[config.mk]
export PLATFORM = sky130hd
export DESIGN_NAME = vga_timing_ctrl_flat
export DESIGN_NICKNAME = d
export VERILOG_FILES = /design/src/rtl/vga_timing_if.sv /design/src/rtl/vga_timing_ctrl.sv /design/src/flat_wrapper.sv
export SDC_FILE = /design/constraint.sdc
export NUM_CORES = 1
export LEC_CHECK = 0
export BUFFER_PORTS_ARGS = -buffer_cell sky130_fd_sc_hd__buf_4
export CORE_UTILIZATION = 58
export DETAILED_ROUTE_END_ITERATION = 8
export GPL_ROUTABILITY_DRIVEN = 0
export PLACE_DENSITY_LB_ADDON = 0.1
export SYNTH_ARGS = -nofsm -noshare
export SYNTH_HDL_FRONTEND = slang
export SYNTH_SLANG_ARGS = --single-unit
[constraint.sdc]
create_clock -name clk -period 5 [get_ports clk]
set_input_delay 1 -clock clk [delete_from_list [all_inputs] [get_ports clk]]
set_output_delay 1 -clock clk [all_outputs]
set_load 0.02 [all_outputs]
[src/rtl/vga_timing_if.sv]
// Timing-controller bus: run/handshake controls in, raster position and strobes out.
interface vga_timing_if;
   logic       enable;
   logic       vblank_ack;
   logic       overrun_clr;
   logic [9:0] x;
   logic [9:0] y;
   logic       hsync;
   logic       vsync;
   logic       active;
   logic       pix_tick;
   logic       line_start;
   logic       frame_start;
   logic [7:0] frame_count;
   logic       vblank_req;
   logic       overrun;

   modport master (
      input  enable, vblank_ack, overrun_clr,
      output x, y, hsync, vsync, active, pix_tick, line_start, frame_start,
             frame_count, vblank_req, overrun
   );

   modport slave (
      output enable, vblank_ack, overrun_clr,
      input  x, y, hsync, vsync, active, pix_tick, line_start, frame_start,
             frame_count, vblank_req, overrun
   );
endinterface

[src/rtl/vga_timing_ctrl.sv]
// VGA raster timing: pixel divider, x/y counters, sync/active decode,
// line/frame strobes and the vertical-blank update handshake.
//
// Handshake states:
//   state   | meaning
//   VB_IDLE | no update window open, vblank_ack ignored
//   VB_OPEN | window open (vblank_req=1), waiting for ack or first active line
module vga_timing_ctrl #(
   parameter int CLK_DIV  = 1,
   parameter int H_SYNC   = 96,
   parameter int H_BP     = 48,
   parameter int H_ACT    = 640,
   parameter int H_FP     = 16,
   parameter int V_SYNC   = 2,
   parameter int V_BP     = 33,
   parameter int V_ACT    = 480,
   parameter int V_FP     = 10,
   parameter bit SYNC_POL = 1'b0
) (
   input logic         clk,
   input logic         rst_n,
   vga_timing_if.master bus
);
   localparam int H_TOTAL = H_SYNC + H_BP + H_ACT + H_FP;
   localparam int V_TOTAL = V_SYNC + V_BP + V_ACT + V_FP;

   generate
      if (H_TOTAL > 1024 || V_TOTAL > 1024) begin : g_total_chk
         $error("vga_timing_ctrl: H_TOTAL and V_TOTAL must not exceed 1024");
      end
      if (CLK_DIV < 1 || CLK_DIV > 4) begin : g_div_chk
         $error("vga_timing_ctrl: CLK_DIV must be 1..4");
      end
   endgenerate

   localparam logic [9:0] X_LAST      = 10'(H_TOTAL - 1);
   localparam logic [9:0] Y_LAST      = 10'(V_TOTAL - 1);
   localparam logic [9:0] X_SYNC_END  = 10'(H_SYNC);
   localparam logic [9:0] Y_SYNC_END  = 10'(V_SYNC);
   localparam logic [9:0] X_ACT_FIRST = 10'(H_SYNC + H_BP);
   localparam logic [9:0] X_ACT_LAST  = 10'(H_SYNC + H_BP + H_ACT - 1);
   localparam logic [9:0] Y_ACT_FIRST = 10'(V_SYNC + V_BP);
   localparam logic [9:0] Y_ACT_LAST  = 10'(V_SYNC + V_BP + V_ACT - 1);
   localparam logic [9:0] Y_REQ       = 10'(V_SYNC + V_BP + V_ACT);
   localparam logic [1:0] DIV_LAST    = 2'(CLK_DIV - 1);

   typedef enum logic {VB_IDLE, VB_OPEN} vb_state_e;

   vb_state_e  state, state_nxt;
   logic [1:0] div;
   logic       tick, line_evt, frame_evt;
   logic [9:0] x_nxt, y_nxt;
   logic       req_rise, deadline, ovr_set;

   // Next raster position and the events that position change produces.
   always_comb begin
      tick      = bus.enable && (div == DIV_LAST);
      x_nxt     = bus.x;
      y_nxt     = bus.y;
      line_evt  = tick && (bus.x == X_LAST);
      frame_evt = line_evt && (bus.y == Y_LAST);
      if (tick) begin
         if (bus.x == X_LAST) begin
            x_nxt = '0;
            y_nxt = (bus.y == Y_LAST) ? '0 : bus.y + 10'd1;
         end else begin
            x_nxt = bus.x + 10'd1;
         end
      end
      req_rise = line_evt && (y_nxt == Y_REQ);
      deadline = line_evt && (y_nxt == Y_ACT_FIRST);
   end

   // Handshake next state: ack has priority over the deadline.
   always_comb begin
      state_nxt = state;
      ovr_set   = 1'b0;
      case (state)
         VB_IDLE: if (req_rise) state_nxt = VB_OPEN;
         VB_OPEN: begin
            if (bus.vblank_ack) begin
               state_nxt = VB_IDLE;
            end else if (deadline) begin
               state_nxt = VB_IDLE;
               ovr_set   = 1'b1;
            end
         end
         default: state_nxt = VB_IDLE;
      endcase
   end

   // Handshake state register.
   always_ff @(posedge clk) begin
      if (!rst_n) state <= VB_IDLE;
      else        state <= state_nxt;
   end

   // Counters and registered outputs; decodes use the next position so they line up with x/y.
   always_ff @(posedge clk) begin
      if (!rst_n) begin
         div             <= '0;
         bus.x           <= '0;
         bus.y           <= '0;
         bus.hsync       <= SYNC_POL;
         bus.vsync       <= SYNC_POL;
         bus.active      <= 1'b0;
         bus.pix_tick    <= 1'b0;
         bus.line_start  <= 1'b0;
         bus.frame_start <= 1'b0;
         bus.frame_count <= '0;
         bus.vblank_req  <= 1'b0;
         bus.overrun     <= 1'b0;
      end else begin
         div             <= (!bus.enable || tick) ? 2'd0 : div + 2'd1;
         bus.x           <= x_nxt;
         bus.y           <= y_nxt;
         bus.hsync       <= (x_nxt < X_SYNC_END) ? SYNC_POL : ~SYNC_POL;
         bus.vsync       <= (y_nxt < Y_SYNC_END) ? SYNC_POL : ~SYNC_POL;
         bus.active      <= (x_nxt >= X_ACT_FIRST) && (x_nxt <= X_ACT_LAST) &&
                            (y_nxt >= Y_ACT_FIRST) && (y_nxt <= Y_ACT_LAST);
         bus.pix_tick    <= tick;
         bus.line_start  <= line_evt;
         bus.frame_start <= frame_evt;
         if (frame_evt) bus.frame_count <= bus.frame_count + 8'd1;
         bus.vblank_req  <= (state_nxt == VB_OPEN);
         if (ovr_set)              bus.overrun <= 1'b1;
         else if (bus.overrun_clr) bus.overrun <= 1'b0;
      end
   end
endmodule

[src/flat_wrapper.sv]
// flat-port wrapper written by rule: the top's interface ports become plain ports
module vga_timing_ctrl_flat 
#(
   parameter int CLK_DIV  = 1,
   parameter int H_SYNC   = 96,
   parameter int H_BP     = 48,
   parameter int H_ACT    = 640,
   parameter int H_FP     = 16,
   parameter int V_SYNC   = 2,
   parameter int V_BP     = 33,
   parameter int V_ACT    = 480,
   parameter int V_FP     = 10,
   parameter bit SYNC_POL = 1'b0
)
  (clk, rst_n, bus_enable, bus_vblank_ack, bus_overrun_clr, bus_x, bus_y, bus_hsync, bus_vsync, bus_active, bus_pix_tick, bus_line_start, bus_frame_start, bus_frame_count, bus_vblank_req, bus_overrun);
  vga_timing_if bus_i ();
  input logic clk;
  input logic rst_n;
  input wire logic [$bits(bus_i.enable)-1:0] bus_enable;
  input wire logic [$bits(bus_i.vblank_ack)-1:0] bus_vblank_ack;
  input wire logic [$bits(bus_i.overrun_clr)-1:0] bus_overrun_clr;
  output wire logic [$bits(bus_i.x)-1:0] bus_x;
  output wire logic [$bits(bus_i.y)-1:0] bus_y;
  output wire logic [$bits(bus_i.hsync)-1:0] bus_hsync;
  output wire logic [$bits(bus_i.vsync)-1:0] bus_vsync;
  output wire logic [$bits(bus_i.active)-1:0] bus_active;
  output wire logic [$bits(bus_i.pix_tick)-1:0] bus_pix_tick;
  output wire logic [$bits(bus_i.line_start)-1:0] bus_line_start;
  output wire logic [$bits(bus_i.frame_start)-1:0] bus_frame_start;
  output wire logic [$bits(bus_i.frame_count)-1:0] bus_frame_count;
  output wire logic [$bits(bus_i.vblank_req)-1:0] bus_vblank_req;
  output wire logic [$bits(bus_i.overrun)-1:0] bus_overrun;
  assign bus_i.enable = bus_enable;
  assign bus_i.vblank_ack = bus_vblank_ack;
  assign bus_i.overrun_clr = bus_overrun_clr;
  assign bus_x = bus_i.x;
  assign bus_y = bus_i.y;
  assign bus_hsync = bus_i.hsync;
  assign bus_vsync = bus_i.vsync;
  assign bus_active = bus_i.active;
  assign bus_pix_tick = bus_i.pix_tick;
  assign bus_line_start = bus_i.line_start;
  assign bus_frame_start = bus_i.frame_start;
  assign bus_frame_count = bus_i.frame_count;
  assign bus_vblank_req = bus_i.vblank_req;
  assign bus_overrun = bus_i.overrun;
  vga_timing_ctrl #(.CLK_DIV(CLK_DIV), .H_SYNC(H_SYNC), .H_BP(H_BP), .H_ACT(H_ACT), .H_FP(H_FP), .V_SYNC(V_SYNC), .V_BP(V_BP), .V_ACT(V_ACT), .V_FP(V_FP), .SYNC_POL(SYNC_POL)) u_core (.clk(clk), .rst_n(rst_n), .bus(bus_i));
endmodule
### After elaboration in Yosys (flattened, before gate mapping)

Index checks and enable logic that the tools add are counted.

| word-level totals | value |
|---|---|
| output and inout bits | 36 |
| bits of input ports | 5 |
| word-level logic and storage cells | 57 |
| flip-flop bits (word level) | 38 |

| operators by class | value |
|---|---|
| reductions and logical operators | 13 |
| equal/unequal tests | 4 |
| mux-type cells | 16 |
| add/sub/neg operators | 4 |
| bitwise logic cells | 2 |
| order comparisons | 6 |

Operator list:

| cell | count |
|---|---|
| $mux W10 | 5 |
| $eq A10 B10 Y1 const B | 3 |
| $add A10 B1 Y10 const B | 2 |
| $le A10 B10 Y1 const B | 2 |
| $eq A10 B6 Y1 const B | 1 |
| $ge A10 B6 Y1 const B | 1 |
| $ge A10 B8 Y1 const B | 1 |
| $lt A10 B2 Y1 const B | 1 |
| $lt A10 B7 Y1 const B | 1 |
| $mux W1 | 10 |
| $add A8 B1 Y8 const B | 1 |
| $logic_and A1 B1 Y1 | 8 |
| $add A2 B1 Y2 const B | 1 |
| $logic_not A2 Y1 | 1 |
| $not A1 Y1 | 2 |
| $pmux W1 S2 | 1 |
| $reduce_bool A2 Y1 | 1 |
| $reduce_or A2 Y1 | 1 |
| $logic_not A1 Y1 | 1 |
| $logic_or A1 B1 Y1 | 1 |

### Longest topological paths before layout

Gate-level depths: netlist of the first run.

| depth | value |
|---|---|
| depth in word-level cells | 10 |
| gate-level depth with buffers | 12 |
| mapped depth without buffers | 9 |

### Worst setup path before layout of the first run

Ideal clock, no wire load.

| timing | value |
|---|---|
| path type | in2reg |
| start | input bus_enable |
| end | register u_core.bus.overrun |
| stages on the path | 8 |
| setup time | 0.069 ns |
| data arrival time | 2.412 ns |
| slack | 2.519 ns |
| cell sequence | and4_1 > buf_4 > and4_1 > buf_2 > mux2i_1 > nand2_1 > or3_1 > o21ai_1 |

| on the way | value |
|---|---|
| longest elaborated chain between the ends | 8 |
| elaborated cells between the ends (all ways) | 10 |
| those cells by class | eq/ne (1); mux (5); reduce/logical (4) |

RTL lines:

| what | RTL line | RTL |
|---|---|---|
| from (decl) | flat_wrapper.sv:19 | `input wire logic [$bits(bus_i.enable)-1:0] bus_enable;` |
| $logic_and A1 B1 Y1 (*) | vga_timing_ctrl.sv:57 | `tick = bus.enable && (div == DIV_LAST);` |
| $mux W10 | vga_timing_ctrl.sv:62 | `if (tick) begin` |
| $eq A10 B6 Y1 | vga_timing_ctrl.sv:71 | `deadline = line_evt && (y_nxt == Y_ACT_FIRST);` |
| $logic_and A1 B1 Y1 (*) | vga_timing_ctrl.sv:71 |  |
| $mux W1 (*) | vga_timing_ctrl.sv:83 | `end else if (deadline) begin` |
| $mux W1 (*) | vga_timing_ctrl.sv:81 | `if (bus.vblank_ack) begin` |
| $mux W1 (*) | vga_timing_ctrl.sv:78 | `case (state)` |
| $mux W1 / $reduce_bool A2 Y1 (equally long branches) | n/a |  |
| to (signal assigned) | vga_timing_ctrl.sv:112 | `bus.overrun <= 1'b0;` |
| to (signal assigned) | vga_timing_ctrl.sv:126 | `if (ovr_set) bus.overrun <= 1'b1;` |
| to (signal assigned) | vga_timing_ctrl.sv:127 | `else if (bus.overrun_clr) bus.overrun <= 1'b0;` |
| to (decl) | vga_timing_if.sv:21 | `frame_count, vblank_req, overrun` |

Mark *: on every way between the ends. The rest lies on a longest branch, timed or not.
A chain may end at the register's enable or synchronous reset.

### Worst setup path in the final report of the first run

| timing | value |
|---|---|
| start | input bus_enable |
| end | register u_core.bus.active |

| on the way | value |
|---|---|
| longest elaborated chain between the ends | 6 |
| elaborated cells between the ends (all ways) | 10 |
| those cells by class | order compare (4); mux (2); reduce/logical (4) |

RTL lines:

| what | RTL line | RTL |
|---|---|---|
| $logic_and A1 B1 Y1 (*) | vga_timing_ctrl.sv:57 |  |
| $mux W10 | vga_timing_ctrl.sv:62 |  |
| $ge A10 B8 Y1 / $le A10 B10 Y1 (equally long branches) | vga_timing_ctrl.sv:119 | `bus.active <= (x_nxt >= X_ACT_FIRST) && (x_nxt <= X_ACT_LAST) &&` |
| $logic_and A1 B1 Y1 (2 in series) | vga_timing_ctrl.sv:119 |  |
| $logic_and A1 B1 Y1 (*) | vga_timing_ctrl.sv:120 | `(y_nxt >= Y_ACT_FIRST) && (y_nxt <= Y_ACT_LAST);` |
| to (signal assigned) | vga_timing_ctrl.sv:119 |  |
| to (decl) | vga_timing_if.sv:20 | `output x, y, hsync, vsync, active, pix_tick, line_start, frame_start,` |

Marks and branches as above.

==> results of run 1 <==
-- Yosys cell counts, types with 2 or more instances --
cell type | number | area [um^2]
o22ai_1 | 2 | 12.5
and4_1 | 4 | 35.0
buf_2 | 5 | 25.0
nand3_1 | 9 | 45.0
clkbuf_1 | 5 | 18.8
dfxtp_1 | 38 | 761
a21oi_1 | 18 | 90.1
and3_1 | 3 | 18.8
nand2_1 | 29 | 109
nand3b_1 | 4 | 30.0
nor3_1 | 6 | 30.0
inv_1 | 5 | 18.8
ha_1 | 5 | 62.6
buf_4 | 2 | 15.0
and2_1 | 6 | 37.5
or3_1 | 4 | 25.0
nor4_1 | 3 | 18.8
o21ai_0 | 7 | 35.0
nor2_1 | 31 | 116
mux2i_1 | 4 | 40.0
nand4_1 | 14 | 87.6
xor2_1 | 8 | 70.1
xnor2_1 | 8 | 70.1
-- per-layer routing --
metal	share of wire	track usage	wire length, um	vias up
li1	-	-	-	946
met1	0.47	0.347	2100	850
met2	0.48	0.418	2120	58
met3	0.044	0.0588	194	4
met4	0.0094	0.107	42	0
met5	0	0	0	-
-- registers in the layout (all words and copies together) (netlist names) --
signal	cells
u_core.bus.x	10
u_core.bus.pix_tick	1
u_core.state	1
u_core.bus.frame_count	8
u_core.bus.frame_start	1
u_core.bus.overrun	1
u_core.bus.y	10
u_core.bus.line_start	1
u_core.bus.active	1
u_core.div	2
u_core.bus.hsync	1
u_core.bus.vsync	1
-- cell families (layout without fill, tap and decap cells) --
group,after synthesis,count (layout)
flops,38,38
compound gates,38,38
xor+xnor,16,16
mux,5,5
buf+inv,18,54
fa+ha+maj,5,5
simple gates,127,127
-- power by group through the flow --
stage,Clock (uW),Combinational (uW),Sequential (uW)
3_5_place_dp,0,28.6,316
3_3_place_gp,0,28.5,316
6_report,206,28.8,310
2_1_floorplan,0,13.6,320
4_1_cts,211,28.6,310
5_1_grt,226,32.2,310
-- through the flow --
step,power (uW),std cells,area [um^2],hold slack (ps),utilization
after floorplan,333,247,2030,396,-
after global placement,345,321,2330,404,0.697
after detailed placement,345,321,2330,418,0.697
after CTS,549,329,2400,435,0.720
after global routing,569,329,2400,465,0.720
final,544,329,2400,432,0.720
-- critical path: stages --
cell and delay (ps):
buf_4 120, and4_1 420, nand4_4 250, nor3_2 250
xnor2_1 170, and3_4 250, nand4_1 100, a311oi_1 310
-- area by class of cell --
cell class | instances | area, um^2
Tap cell | 46 | 57.6
Sequential cell | 38 | 761
Inverter | 6 | 22.5
Timing Repair Buffer | 40 | 300
Clock inverter | 3 | 40.0
Clock buffer | 5 | 37.5
Multi-Input combinational cell | 191 | 1180
Fill cell | 286 | 933
-- path summary, 6_finish.rpt --
kind	startpoint	to	slack, ps	depth (start not counted)
hold / removal	u_core.div[0]	u_core.div[0]	430	1
setup / recovery	bus_enable	u_core.bus.active	2360	8
setup reg to reg	u_core.div[0]	u_core.bus.active	2440	9
hold reg to reg	u_core.div[0]	u_core.div[0]	430	1
==> metrics.md, run 1 <==
| Metric | Value |
|---|---|
| Status | completed |
| Hold Fails Final Rpt | 0 |
| Register area share after synthesis | 0.375 |
| Clock Skew | 4.99 ps |
| Global-route wire length before repair | around 7200 um |
| Slew HR | 0.490 |
| Post-synthesis compound-gate area fraction | 0.114 |
| Full die area | 3740 um^2 |
| Total CTS buffers | 5 |
| Longest Clk Path Bufs | 2 |
| Final #Nets | 292 |
| Pin count of the biggest net entering global routing | 27 |
| Worst setup margin | 2360 ps |
| Ys async rst share | 0 |
| Max IR drop VDD | around 0.17 mV |
| CTS tree | built |
| Worst EP required | 5240 ps |
| Die Span Y | about 61 um |
| Mux cell area share after synthesis | 0.0253 |
| CTS Root Cell | clkbuf_4 |
| Worst Hold Class | register to register |
| Sinks on Clock Net | 38 |
| Synthesized instance count | 247 |
| Critical Path Sink Type | register |
| Hpwl dp | 3210 um |
| Post-synth EDFFs | 0 |
| Netlist cell types | 50 |
| Core area | 3340 um^2 |
| Die X | 61.1 um |
| Post CTS Setup Buffer Count | 0 |
| Ports | 41 |
| Worst setup SP type | primary input |
| Mapped cell area | between 2000 and 2500 um^2 |
| Setup-failing EPs final | 0 |
| Most frequent cells in the layout | 40 x buf_4, 38 x dfxtp_1, 31 x nor2_1 |
| Vias in the first global route | 1615 |
| Grt ovf | 0 |
| Reg power frac | 0.569 |
| Synthesized Nets | around 260 |
| Post-CTS Resized | 0 |
| Routed WL per cell | 13.5 um |
| Main combinational cell family by area after synthesis | simple AND/OR/NAND/NOR gates |
| RSZ-0062 raised after global routing | no |
| Initial core utilization | 0.607 |
| Num rows | 21 |
| Ys Warns | 0 |
| # diodes | 0 |
| Routed Antenna Nets | 0 |
| F_max | 379 MHz |
| Least-Margin Pin Slew | 760 ps |
| Psw | 123 uW |
| Adder-Cell Fraction of Synth Area | 0.0309 |
| Final Cycle Share | 0.527 |
| # hold bufs at CTS | 0 |
| Crit path DAT | between 2000 and 3000 ps |
| Pleak | roughly 0.00094 uW |
| GRT Total Usage | 0.263 |
| Layout cell share with drive strength beyond 1 | 0.201 |
| Worst slack at placement | slightly above 2000 ps |
| Critical path class | primary input to register |
| Sw Share | 0.227 |
| Ys flop type | dfxtp_1 |
| Worst skew pair latency | 340 ps |
| Drt first-iter violations | between 100 and 150 |
| Most common cell after layout, fill and taps aside | buf_4 |
| Slew Viols, Final | 0 |
| Internal | ~420 uW |
| Max Cap Violations | 0 |
| Synthesis-stage register bit count | 38 |
| CP max FO | 9 |
| Xor and xnor fraction of the mapped netlist area | 0.0691 |
| Antenna violations before repair | 0 |
| Drt drc | 0 |
| Setup_tns | 0 ps |
| Number of vias per cell | 5.65 |
| PD cells | 226 nW/um^2 |
| First-pass detailed-route iteration total | 5 |
| Clock power frac | 0.378 |
| Combinational power share | 0.053 |
| P&R area growth vs syn | 18.6% |
| Final WL | 4450 um |
| Htree depth | 2 |
| Mapped Avg Cell Area | 8.21 um^2 |
| Worst-path clk slew | 120 ps |
| Total vias in the final route | 1858 |
| Synth Area in Simple Gates | 0.346 |
| IO Port Bufs | 40 |
| Min cycle time layout | 2640 ps |
No activity file was read; power rests on OpenSTA's default activity.
==> run 2, diff against run 1 <==
--- a/config.mk
+++ b/config.mk
@@ -5,8 +5,9 @@
 export SDC_FILE = /design/constraint.sdc
 export NUM_CORES = 1
 export LEC_CHECK = 0
+export ABC_AREA = 1
 export BUFFER_PORTS_ARGS = -buffer_cell sky130_fd_sc_hd__buf_4
-export CORE_UTILIZATION = 58
+export CORE_UTILIZATION = 55
 export DETAILED_ROUTE_END_ITERATION = 8
 export GPL_ROUTABILITY_DRIVEN = 0
 export PLACE_DENSITY_LB_ADDON = 0.1
==> constraint.sdc (replaced) <==
create_clock -name clk -period 2.7 [get_ports clk]
set_input_delay 0.54 -clock clk [delete_from_list [all_inputs] [get_ports clk]]
set_output_delay 0.54 -clock clk [all_outputs]
set_load 0.02 [all_outputs]
==> run 2 against run 1 <==
  * Combinational power increased by 57%
  * Largest cell class unchanged
  * Area after synthesis increased by 4.6%
  * Final cell count increased by 22%
  * Synthesized cell count increased by 24%
  * Global-route usage decreased by 0.076 points
  * Routed wire length increased by 11%
==> metrics.md, run 2 <==
| Metric | Value |
|---|---|
| Post-CTS Resized | 0 (unchanged) |
| Final instance area | 2560 um^2 (was 2400 um^2) |
| Area leader, netlist | dfxtp_1 (unchanged) |
| Slew Viols, Final | 0 (unchanged) |
| Worst setup SP type | register (was primary input) |
| Worst setup margin | 596 ps (was 2360 ps) |
| Synthesis-stage register bit count | 38 (unchanged) |
| Final #Nets | 361 (was 292) |
| RSZ-0062 raised after global routing | no (unchanged) |
| Hold Fails Final Rpt | 0 (unchanged) |
| Worst R2R Start | u_core.div[0] (unchanged) |
| Most frequent cells in the layout | 77 x nand2_1, 45 x inv_1, 42 x buf_4 (was 40 x buf_4, 38 x dfxtp_1, 31 x nor2_1) |
| Clock Skew | 4.14 ps (was 4.99 ps) |
| Max Cap Violations | 0 (unchanged) |
| IO Port Bufs | 40 (unchanged) |
| Final Cycle Share | 0.779 |
| Hpwl dp | 3680 um (was 3210 um) |
| Synth top cells by count | 77 x nand2_1, 45 x inv_1, 38 x dfxtp_1 (was 38 x dfxtp_1, 31 x nor2_1, 29 x nand2_1) |
| DP Area | 2460 um^2 (was 2330 um^2) |
| Clock power frac | 0.400 (was 0.378) |
| Routed WL per cell | 12.3 um (was 13.5 um) |
| Core area | 3690 um^2 (was 3340 um^2) |
| Max IR drop VDD | 0.287 mV (was 0.170 mV) |
| Worst skew pair latency | 290 ps (was 340 ps) |
| Hold path start | u_core.div[0] (unchanged) |
| Fillcell total | 331 (was 286) |
| Slew HR | 0.760 (was 0.490) |
| Worst setup path start | u_core.div[0] (was bus_enable) |
| GRT Total Usage | 0.263 (about the same) |
| Least-Margin Pin Slew | 357 ps (was 760 ps) |
| Most common cell after layout, fill and taps aside | nand2_1 (was buf_4) |
| CP max FO | 14 (was 9) |
| Antenna violations before repair | 0 (unchanged) |
| Ys Warns | 0 (unchanged) |
| Synthesized Nets | 317 (was 257) |
| Register area share after synthesis | 0.359 (was 0.375) |
| Pleak | 0.00126 uW (was 0.000941 uW) |
| Pin count of the biggest net entering global routing | 15 (was 27) |
| Vias in the first global route | 1879 (was 1615) |
| Total CTS buffers | 5 (unchanged) |
| Global-route wire length before repair | 8260 um (was 7220 um) |
| Critical Path Sink Type | register (unchanged) |
| Die Span Y | 64.1 um (was 61.1 um) |
| Worst Hold Class | register to register (unchanged) |
| Post-synth EDFFs | 0 (unchanged) |
| Synthesized instance count | 307 (was 247) |
| Internal | 785 uW (was 421 uW) |
| PD cells | 399 nW/um^2 (was 226 nW/um^2) |
| Netlist cell types | 33 (was 50) |
| Layout Cells excl Fill | 400 (was 329) |
| CTS tree | built (unchanged) |
| F_max | between 400 and 500 MHz |
| # hold bufs at CTS | 0 (unchanged) |
| Synth top area cells | dfxtp_1 36%, nand2_1 14%, inv_1 8.0%, nor2_1 6.6%, nand3_1 5.0% (was dfxtp_1 38%, nor2_1 5.7%, nand2_1 5.4%, a21oi_1 4.4%, nand4_1 4.3%) |
| Mapped Avg Cell Area | 6.90 um^2 (was 8.21 um^2) |
| Final WL | 4930 um (was 4450 um) |
| Combinational power share | 0.044 (was 0.053) |
| Worst slack at placement | 526 ps (was 2040 ps) |
| Top-area cell type share of the netlist area | 0.359 (was 0.375) |
| Min cycle time layout | 2100 ps |
| Mapped cell area | 2120 um^2 (was 2030 um^2) |
| Layout cell share with drive strength beyond 1 | 0.207 (was 0.201) |
| # diodes | 0 (unchanged) |
| Ports | 41 (unchanged) |
| Post CTS Setup Buffer Count | 0 (unchanged) |
| Num rows | 22 (was 21) |
| Reg power frac | 0.556 (was 0.569) |
| Psw | 235 uW (was 123 uW) |
| Routed Antenna Nets | 0 (unchanged) |
| Die X | 64.1 um (was 61.1 um) |
| Longest Clk Path Bufs | 2 (unchanged) |
| Placed cell count | 392 (was 321) |
| First-pass detailed-route iteration total | 4 (was 5) |
| Multi-input gate area | 1140 um^2 (was 1180 um^2) |
| Worst-path clk slew | 80 ps (was 120 ps) |
| Sinks on Clock Net | 38 (unchanged) |
| P&R area growth vs syn | 20.6% (was 18.6%) |
| Grt ovf | 0 (unchanged) |
| Status | completed (unchanged) |
| Crit path DAT | 2300 ps (was 2870 ps) |
| CTS Root Cell | clkbuf_8 (was clkbuf_4) |
| Critical path class | register to register (was primary input to register) |
| Ys async rst share | 0 (unchanged) |
| Worst EP required | 2890 ps (was 5240 ps) |
| Htree depth | 2 (unchanged) |
| Number of vias per cell | 5.30 (was 5.65) |
| Drt drc | 0 (unchanged) |
| Total vias in the final route | 2118 (was 1858) |
| Drt first-iter violations | 134 (was 102) |
| Setup_tns | 0 ps (unchanged) |
| Sw Share | 0.230 (was 0.227) |
| Setup-failing EPs final | 0 (unchanged) |
| Most common cell in the synthesized netlist | nand2_1 (was dfxtp_1) |
| Ys flop type | dfxtp_1 (unchanged) |
| Largest regs | u_core.bus.x: 10 flops, u_core.bus.y: 10 flops, u_core.bus.frame_count: 8 flops (unchanged) |
| Full die area | 4110 um^2 (was 3740 um^2) |
| Flip-flop and latch area | 761 um^2 (unchanged) |
| Initial core utilization | 0.575 (was 0.607) |
## run 2: critical path, stage by stage, from the launching register on
cell and delay (ps):
dfxtp_1 310, inv_1 50, ha_1 190, nand2_2 170, inv_1 160, nand4_4 270
o21ai_0 330, nand2_1 130, inv_2 80, nand3_1 70, nor2_2 100, nand2_1 50
nand2_1 50, nand2_1 40
## run 2: final timing paths
path,end,slack [ps],cells past startpoint
worst max-delay path,u_core.state,600,13
worst min-delay path,u_core.div[0],420,1
worst max register to register,u_core.state,600,13
worst min register to register,u_core.div[0],420,1
## run 2: cells by family (layout without fill, tap and decap cells)
family | after synthesis | count (layout) | share of synthesized area
simple gates | 180 | 180 | 0.427
buf+inv | 53 | 98 | 0.101
flops | 38 | 38 | 0.359
compound gates | 30 | 30 | 0.0791
fa+ha+maj | 5 | 5 | 0.0295
xor+xnor | 1 | 1 | 0.00413
## run 2: cell type report
class / instances / share of cell area
repair buffers: 42 / 0.123
well taps: 48 / 0.0235
clock inverters: 2 / 0.00489
multi-input cells: 216 / 0.448
flip-flops and latches: 38 / 0.298
clock buffers: 6 / 0.0323
inverters: 48 / 0.0705
## run 2: power groups by stage
| stage | registers (uW) | clock network (uW) | logic (uW) |
|---|---|---|---|
| 2_1_floorplan | 585 | 0 | 22.0 |
| 3_3_place_gp | 580 | 0 | 43.4 |
| 3_5_place_dp | 580 | 0 | 44.6 |
| 4_1_cts | 567 | 420 | 45.1 |
| 5_1_grt | 568 | 447 | 49.1 |
| 6_report | 567 | 408 | 45.1 |
## run 2: metal layers
metal / wire, um / track usage / vias up
li1: - / - / 1070
met1: 2130 / 0.330 / 960
met2: 2320 / 0.415 / 77
met3: 377 / 0.0643 / 11
met4: 103 / 0.134 / 0
met5: 0 / 0 / -
## run 2: per-stage QoR
stage | utilization | hold slack (ps) | total power (uW)
after global routing | 0.693 | 443 | 1060
final | 0.693 | 417 | 1020
after global placement | 0.667 | 401 | 624
after detailed placement | 0.667 | 408 | 625
after floorplan | - | 392 | 607
after CTS | 0.693 | 419 | 1030
